### src/rtl/pwm_cfg_ctrl_if.sv
// Configuration bus for pwm_cfg_ctrl: two request channels (A and B)
// plus the PWM write port and the live counter fed back from the PWM.
interface pwm_cfg_ctrl_if #(
   parameter int W = 16
);
   logic         a_valid;
   logic [W-1:0] a_top;
   logic [W-1:0] a_cmp;
   logic         a_restart;
   logic         a_ready;

   logic         b_valid;
   logic [W-1:0] b_top;
   logic [W-1:0] b_cmp;
   logic         b_restart;
   logic         b_ready;

   logic [W-1:0] cnt;
   logic [1:0]   sel;
   logic [W-1:0] d;

   // Requesters and PWM datapath side
   modport master (
      output a_valid, a_top, a_cmp, a_restart,
      input  a_ready,
      output b_valid, b_top, b_cmp, b_restart,
      input  b_ready,
      output cnt,
      input  sel, d
   );

   // Configuration controller side
   modport slave (
      input  a_valid, a_top, a_cmp, a_restart,
      output a_ready,
      input  b_valid, b_top, b_cmp, b_restart,
      output b_ready,
      input  cnt,
      output sel, d
   );
endinterface

### src/rtl/pwm_cfg_ctrl.sv
// PWM configuration controller: arbitrates two requesters round-robin,
// then writes top, cmp and (optionally) a counter clear into the PWM,
// deferring the top write to a counter wrap once the PWM is initialised.
module pwm_cfg_ctrl #(
   parameter int W = 16
) (
   input  logic                 clk,
   input  logic                 rst,
   pwm_cfg_ctrl_if.slave        cfg_bus,
   output logic                 busy_o,
   output logic                 done_o,
   output logic [W-1:0]         cur_top_o,
   output logic [W-1:0]         cur_cmp_o
);

   typedef enum logic [2:0] {
      IDLE,
      WAIT_WRAP,
      LD_TOP,
      LD_CMP,
      LD_CNT,
      FIN
   } state_t;

   state_t       state_q, state_d;
   logic         init_q, init_d;
   logic         last_b_q, last_b_d;
   logic [W-1:0] sh_top_q, sh_top_d;
   logic [W-1:0] sh_cmp_q, sh_cmp_d;
   logic         sh_restart_q, sh_restart_d;
   logic [W-1:0] cur_top_q, cur_top_d;
   logic [W-1:0] cur_cmp_q, cur_cmp_d;

   logic         grant_a;
   logic         grant_b;
   logic [1:0]   wr_sel;
   logic [W-1:0] wr_data;

   // Round-robin grant, only offered while idle and out of reset
   always_comb begin
      grant_a = 1'b0;
      grant_b = 1'b0;
      if (!rst && state_q == IDLE) begin
         if (cfg_bus.a_valid && cfg_bus.b_valid) begin
            grant_a = last_b_q;
            grant_b = !last_b_q;
         end else begin
            grant_a = cfg_bus.a_valid;
            grant_b = cfg_bus.b_valid;
         end
      end
   end

   // Next-state logic and PWM write-bus decode
   always_comb begin
      state_d      = state_q;
      init_d       = init_q;
      last_b_d     = last_b_q;
      sh_top_d     = sh_top_q;
      sh_cmp_d     = sh_cmp_q;
      sh_restart_d = sh_restart_q;
      cur_top_d    = cur_top_q;
      cur_cmp_d    = cur_cmp_q;
      wr_sel       = 2'b00;
      wr_data      = '0;

      case (state_q)
         IDLE: begin
            if (grant_a) begin
               sh_top_d     = cfg_bus.a_top;
               sh_cmp_d     = cfg_bus.a_cmp;
               sh_restart_d = cfg_bus.a_restart;
               last_b_d     = 1'b0;
               state_d      = init_q ? WAIT_WRAP : LD_TOP;
            end else if (grant_b) begin
               sh_top_d     = cfg_bus.b_top;
               sh_cmp_d     = cfg_bus.b_cmp;
               sh_restart_d = cfg_bus.b_restart;
               last_b_d     = 1'b1;
               state_d      = init_q ? WAIT_WRAP : LD_TOP;
            end
         end
         WAIT_WRAP: begin
            if (cfg_bus.cnt >= cur_top_q) begin
               wr_sel    = 2'b10;
               wr_data   = sh_top_q;
               cur_top_d = sh_top_q;
               state_d   = LD_CMP;
            end
         end
         LD_TOP: begin
            wr_sel    = 2'b10;
            wr_data   = sh_top_q;
            cur_top_d = sh_top_q;
            state_d   = LD_CMP;
         end
         LD_CMP: begin
            wr_sel    = 2'b01;
            wr_data   = sh_cmp_q;
            cur_cmp_d = sh_cmp_q;
            state_d   = (sh_restart_q || !init_q) ? LD_CNT : FIN;
         end
         LD_CNT: begin
            wr_sel  = 2'b11;
            wr_data = '0;
            state_d = FIN;
         end
         FIN: begin
            init_d  = 1'b1;
            state_d = IDLE;
         end
         default: begin
            state_d = IDLE;
         end
      endcase
   end

   // State and shadow registers with synchronous reset
   always_ff @(posedge clk) begin
      if (rst) begin
         state_q      <= IDLE;
         init_q       <= 1'b0;
         last_b_q     <= 1'b1;
         sh_top_q     <= '0;
         sh_cmp_q     <= '0;
         sh_restart_q <= 1'b0;
         cur_top_q    <= '0;
         cur_cmp_q    <= '0;
      end else begin
         state_q      <= state_d;
         init_q       <= init_d;
         last_b_q     <= last_b_d;
         sh_top_q     <= sh_top_d;
         sh_cmp_q     <= sh_cmp_d;
         sh_restart_q <= sh_restart_d;
         cur_top_q    <= cur_top_d;
         cur_cmp_q    <= cur_cmp_d;
      end
   end

   assign cfg_bus.a_ready = grant_a;
   assign cfg_bus.b_ready = grant_b;
   assign cfg_bus.sel     = wr_sel;
   assign cfg_bus.d       = wr_data;
   assign busy_o          = (state_q != IDLE);
   assign done_o          = (state_q == FIN);
   assign cur_top_o       = cur_top_q;
   assign cur_cmp_o       = cur_cmp_q;

endmodule
### src/flat_wrapper.sv
// flat-port wrapper written by rule: the top's interface ports become plain ports
module pwm_cfg_ctrl_flat 
#(
   parameter int W = 16
)
  (clk, rst, busy_o, done_o, cur_top_o, cur_cmp_o, cfg_bus_a_valid, cfg_bus_a_top, cfg_bus_a_cmp, cfg_bus_a_restart, cfg_bus_a_ready, cfg_bus_b_valid, cfg_bus_b_top, cfg_bus_b_cmp, cfg_bus_b_restart, cfg_bus_b_ready, cfg_bus_cnt, cfg_bus_sel, cfg_bus_d);
  pwm_cfg_ctrl_if #(.W(W)) cfg_bus_i ();
  input  logic clk;
  input  logic rst;
  output logic busy_o;
  output logic done_o;
  output logic [W-1:0] cur_top_o;
  output logic [W-1:0] cur_cmp_o;
  input wire logic [$bits(cfg_bus_i.a_valid)-1:0] cfg_bus_a_valid;
  input wire logic [$bits(cfg_bus_i.a_top)-1:0] cfg_bus_a_top;
  input wire logic [$bits(cfg_bus_i.a_cmp)-1:0] cfg_bus_a_cmp;
  input wire logic [$bits(cfg_bus_i.a_restart)-1:0] cfg_bus_a_restart;
  output wire logic [$bits(cfg_bus_i.a_ready)-1:0] cfg_bus_a_ready;
  input wire logic [$bits(cfg_bus_i.b_valid)-1:0] cfg_bus_b_valid;
  input wire logic [$bits(cfg_bus_i.b_top)-1:0] cfg_bus_b_top;
  input wire logic [$bits(cfg_bus_i.b_cmp)-1:0] cfg_bus_b_cmp;
  input wire logic [$bits(cfg_bus_i.b_restart)-1:0] cfg_bus_b_restart;
  output wire logic [$bits(cfg_bus_i.b_ready)-1:0] cfg_bus_b_ready;
  input wire logic [$bits(cfg_bus_i.cnt)-1:0] cfg_bus_cnt;
  output wire logic [$bits(cfg_bus_i.sel)-1:0] cfg_bus_sel;
  output wire logic [$bits(cfg_bus_i.d)-1:0] cfg_bus_d;
  assign cfg_bus_i.a_valid = cfg_bus_a_valid;
  assign cfg_bus_i.a_top = cfg_bus_a_top;
  assign cfg_bus_i.a_cmp = cfg_bus_a_cmp;
  assign cfg_bus_i.a_restart = cfg_bus_a_restart;
  assign cfg_bus_a_ready = cfg_bus_i.a_ready;
  assign cfg_bus_i.b_valid = cfg_bus_b_valid;
  assign cfg_bus_i.b_top = cfg_bus_b_top;
  assign cfg_bus_i.b_cmp = cfg_bus_b_cmp;
  assign cfg_bus_i.b_restart = cfg_bus_b_restart;
  assign cfg_bus_b_ready = cfg_bus_i.b_ready;
  assign cfg_bus_i.cnt = cfg_bus_cnt;
  assign cfg_bus_sel = cfg_bus_i.sel;
  assign cfg_bus_d = cfg_bus_i.d;
  pwm_cfg_ctrl #(.W(W)) u_core (.clk(clk), .rst(rst), .cfg_bus(cfg_bus_i), .busy_o(busy_o), .done_o(done_o), .cur_top_o(cur_top_o), .cur_cmp_o(cur_cmp_o));
endmodule
### config.mk
export PLATFORM = sky130hd
export DESIGN_NAME = pwm_cfg_ctrl_flat
export DESIGN_NICKNAME = d
export VERILOG_FILES = /design/src/rtl/pwm_cfg_ctrl_if.sv /design/src/rtl/pwm_cfg_ctrl.sv /design/src/flat_wrapper.sv
export SDC_FILE = /design/constraint.sdc
export NUM_CORES = 1
export LEC_CHECK = 0
export CORE_MARGIN = 2
export CORE_UTILIZATION = 35
export CTS_CLUSTER_SIZE = 25
export DETAILED_ROUTE_END_ITERATION = 6
export GPL_TIMING_DRIVEN = 0
export PLACE_DENSITY_LB_ADDON = 0.1
export SLEW_MARGIN = 40
export SYNTH_ARGS = -nofsm -noshare
export SYNTH_HDL_FRONTEND = slang
export SYNTH_SLANG_ARGS = --single-unit
### constraint.sdc
create_clock -name clk -period 3.3 [get_ports clk]
set_input_delay 0.495 -clock clk [delete_from_list [all_inputs] [get_ports clk]]
set_output_delay 0.495 -clock clk [all_outputs]
set_load 0.01 [all_outputs]
# Word level (Yosys, flattened, before mapping)
# Index checks and enable logic that the tools add are counted.
# classes
magnitude_cmp	1
eq_ne	7
muxes	24
n_reduce_logical	13
# ops
cell	count
2-to-1 mux 16 bit	6
one-hot mux 16 bit (3 select lines)	1
one-hot mux 16 bit (2 select lines)	1
>= comparator 16 bit	1
one-hot mux 3 bit (5 select lines)	1
2-to-1 mux 1 bit	9
2-to-1 mux 3 bit	3
one-hot mux 2 bit (4 select lines)	1
equality test 3 x 2 -> 1 bit (second input constant)	2
equality test 3 bit (second input constant)	2
AND reduction 2 bit	3
2-to-1 mux 2 bit	2
nonzero test 2 bit	2
equality test 3 x 1 -> 1 bit (second input constant)	1
logical NOT 1 bit	3
logical NOT 3 bit	1
inequality test 3 bit (second input constant)	1
nonzero test 3 bit	1
logical AND 1 bit	2
inequality test 2 x 1 -> 1 bit (second input constant)	1
logical OR 1 bit	1
# totals
ff_bits	70
inputBits	86
out_inout_bits	54
elab_cells	53

# Depth between registers and ports, before layout
# depth
ltp_word	6
ltp_mapped	9
depth_no_buf	7

# Worst setup path before layout
# Ideal clock, no wire load.
# synth_timing
path_kind	input to output
from	input port cfg_bus_cnt[0]
to	output port cfg_bus_d[0]
arrival_ns	2.460
required_ns	2.805
path_slack_ns	0.345
stages	8
n_path_buf	1
path_cell_list	inv_1 -> ha_1 -> nand2b_1 -> a2111oi_0 -> o221ai_1 -> a21oi_1 -> buf_2 -> o22ai_1
# synth_between
elab_chain_cells	3
# synth_rtl
item	line_no	rtl
start, declared	flat_wrapper.sv:24	input wire logic [$bits(cfg_bus_i.cnt)-1:0] cfg_bus_cnt;
>= comparator 16 bit	pwm_cfg_ctrl.sv:84	if (cfg_bus.cnt >= cur_top_q) begin
2-to-1 mux 16 bit	pwm_cfg_ctrl.sv:84	
one-hot mux 16 bit (3 select lines)	pwm_cfg_ctrl.sv:67	case (state_q)
end, declared	flat_wrapper.sv:26	output wire logic [$bits(cfg_bus_i.d)-1:0] cfg_bus_d;
# No other way between the ends.

# Worst setup path after layout
# layout_timing
from	input port cfg_bus_cnt[9]
to	output port cfg_bus_sel[1]
# layout_between
elab_chain_cells	3
# layout_rtl
item	line_no	rtl
>= comparator 16 bit	pwm_cfg_ctrl.sv:84	
2-to-1 mux 2 bit	pwm_cfg_ctrl.sv:84	
one-hot mux 2 bit (4 select lines)	pwm_cfg_ctrl.sv:67	
end, declared	flat_wrapper.sv:25	output wire logic [$bits(cfg_bus_i.sel)-1:0] cfg_bus_sel;
# No other way between the ends.

==> flow_summary.yaml <==
synthesis:
  synth_flop_cell: "dfxtp_1"
  syn-instance-count: 591
  synthTopCellsByCount: "136 x nand2_1, 70 x dfxtp_1, 40 x nor2_1"
  yosys.area.top_type: "dfxtp_1"
  yosysSeqAreaShare: 0.324
  async_flop_share: 0
  synth-compound-area-share: 0.251
  yosysTopAreaCellShare: 0.324
  yosys_warnings: 0
  synth-adder-area-share: 0.0462
  syn_area_per_cell_um2: 7.33
  synth-simple-area-share: 0.278
  synth_seq_cells: 70
  synth_nets: 693
  synth-edff-count: 0
  yosysMostFrequentCell: "nand2_1"
  synth.mux.area_fraction: 0.0370
  synth_area_leaders: "dfxtp_1 32%, nand2_1 12%, a311oi_1 6.7%"
  synth_top_family_by_area: "simple AND/OR/NAND/NOR gates"
  yosysUniqueCellTypes: 43
  synth-xor-area-share: 0
  synth_area_um2: 4330
final_layout:
  nNetsFinal: 849
  stdcell_area_um2: 6480
  fin_cells: 920
  num_antenna_cells: 0
  drive_gt1_frac: 0.0984
  fin_util: 0.538
  syn_to_final_growth_pct: 49.8
floorplanning:
  coreArea_um2: 12100
  die_x_um: 115
  die_h_um: 115
  die-area_um2: 13300
  rows: 40
  ios: 140
  initial_core_util: 0.359
place:
  place_hpwl_mm: 12.8
  placed_area_um2: 5930
  place_inst: 897
  gp_congestion: 0.890
  port-buffer-count: 138
sta:
  rsz0062_at_grt: "false"
  clock.fmax_mhz: 308
  hold_violations: 0
  report.final.slew_viol_count: 0
  skew_ps: 4.58
  hold_ws_ps: 458
  slew_headroom: 0.535
  fin_crit_ps: 3250
  fin_crit_sh: 0.983
  final.setup.tns_ps: 0
  worstMarginPinSlew_ps: 697
  setup_viol: 0
worst_hold_path:
  min_path_cells: 2
  min_from: "u_core.cur_cmp_o[2]"
  worstHoldPathType: "reg -> reg"
critical_path:
  r2r_cells: 10
  cp_data_required_time_ps: 2800
  crit_path_start_kind: "input pin"
  critPathCaptureType: "primary output"
  startpoint: "cfg_bus_cnt[9]"
  critPathKind: "in -> out"
  r2r_start: "u_core.cur_top_o[9]"
  crit_fanout: 5
  r2r_slack_ps: 670
  r2r-end: "u_core.cur_top_o[13]"
  worstPathArrival_ps: 2750
  crit_end: "cfg_bus_sel[1]"
clock_tree:
  cts_made_buffers: 9
  root_buffer: "clkbuf_16"
  clock_path_buffers: 2
  path_clk_slew_ps: 60
  ctsHtreeMaxLevel: 3
  cts.sinks: 70
  clk-insertion-delay-late_ps: 340
  cts_tree: "done"
drt:
  routed_wl_mm: 16.8
  vias: 5072
  drtAntennaViolNets: 0
  via_per_inst: 5.51
  wire_per_inst_um: 18.3
  drt_first_pass_iters: 5
  drt_iter0_drc: 387
  drc: 0
run_status:
  status: "completed"
global_routing:
  grt_pass1_vias: 4944
  grt_first_pass_wirelength_mm: 25.9
  antenna_found_initial: 0
  grt_max_degree: 17
  overflow: 0
  grt_usage: 0.253
power_and_ir_drop:
  leakage_uw: 0.00248
  power_density_nw_per_um2: 809
  ir_worst_vdd_v: 0.000285
flow_run:
  maxCapViolCount: 0
==> layer usage <==
metal	GRT usage	vias up	wire, um
met1	0.346	2406	7570
met4	0.0779	0	304
met3	0.0480	25	1080
met5	0	-	0
met2	0.406	208	7890
li1	-	2433	-
==> area by class of cell <==
cell class | instances | area (um2)
fillers | 1178 | 5580
multi-input cells | 448 | 2820
repair buffers | 150 | 1450
flip-flops and latches | 70 | 1410
clock buffers | 10 | 239
well taps | 168 | 210
plain buffers | 46 | 188
clock inverters | 6 | 92.6
inverters | 22 | 82.6
==> cells in the final DEF (no fill, tap or decap), types with 17 or more instances in the layout <==
| master | synthesis | layout |
|---|---|---|
| dfxtp_1 | 70 | 65 |
| nor2b_1 | 17 | 17 |
| nand2_1 | 136 | 132 |
| clkdlybuf4s50_1 | 0 | 114 |
| inv_1 | 20 | 20 |
| o21ai_0 | 18 | 18 |
| nor2_1 | 40 | 40 |
| nand3_1 | 19 | 19 |
| a311oi_1 | 33 | 33 |
| clkbuf_1 | 36 | 34 |
| a21oi_1 | 24 | 23 |
==> worst min-delay path by stage <==
| stage | end |
|---|---|
| after global routing | u_core.cur_cmp_o[2] |
| after CTS | u_core.cur_cmp_o[2] |
| after detailed placement | u_core.cur_cmp_o[2] |
| after floorplan | u_core.cur_cmp_o[0] |
| final | u_core.cur_cmp_o[2] |
| after global placement | u_core.cur_cmp_o[15] |
==> flip-flops by register name (all words and copies together), names as in the netlist <==
register,cells
u_core.cur_cmp_o,16
u_core.cur_top_o,16
u_core.init_q,1
u_core.last_b_q,1
u_core.sh_cmp_q,16
u_core.sh_restart_q,1
u_core.sh_top_q,16
u_core.state_q,3
==> worst max-delay path: stages <==
cell	delay, ps
clkdlybuf4s50_1	410
ha_1	310
nand2_2	80
nor4_4	200
or4b_4	550
a311o_1	360
o21ai_1	170
buf_2	170
==> where the power goes <==
group	switching, uW	leakage (uW)	internal, uW	total, uW
sequential	271	0.000576	1080	1350
clock	405	0.000156	688	1090
combinational	1580	0.00175	1220	2800
==> kinds of logic (layout without fill, tap and decap cells) <==
family,Yosys count,in the layout
muxes,16,16
AOI/OAI and AO/OA,156,156
and+or+nand+nor,260,260
buffers and inverters,73,234
adders and majority gates,16,16
DFF,70,70
==> what timing repair did <==
item | CTS | global route
hold endpoints to repair | 0 | 0
pin swaps | 6 | 18
hold buffers | 0 | 0
resized for setup | 44 | 49
gates cloned | 0 | 1
setup endpoints to repair | 18 | 18
buffers inserted | 8 | 3
==> metrics by stage <==
stage | power, uW | worst slack, ps
CTS | 5080 | -98.3
global route | 5590 | 2.24
floorplan | 2910 | 345
detailed placement | 3910 | -1190
finish | 5240 | 54.8
global placement | 3830 | -1190
No activity file was read; power rests on OpenSTA's default activity.
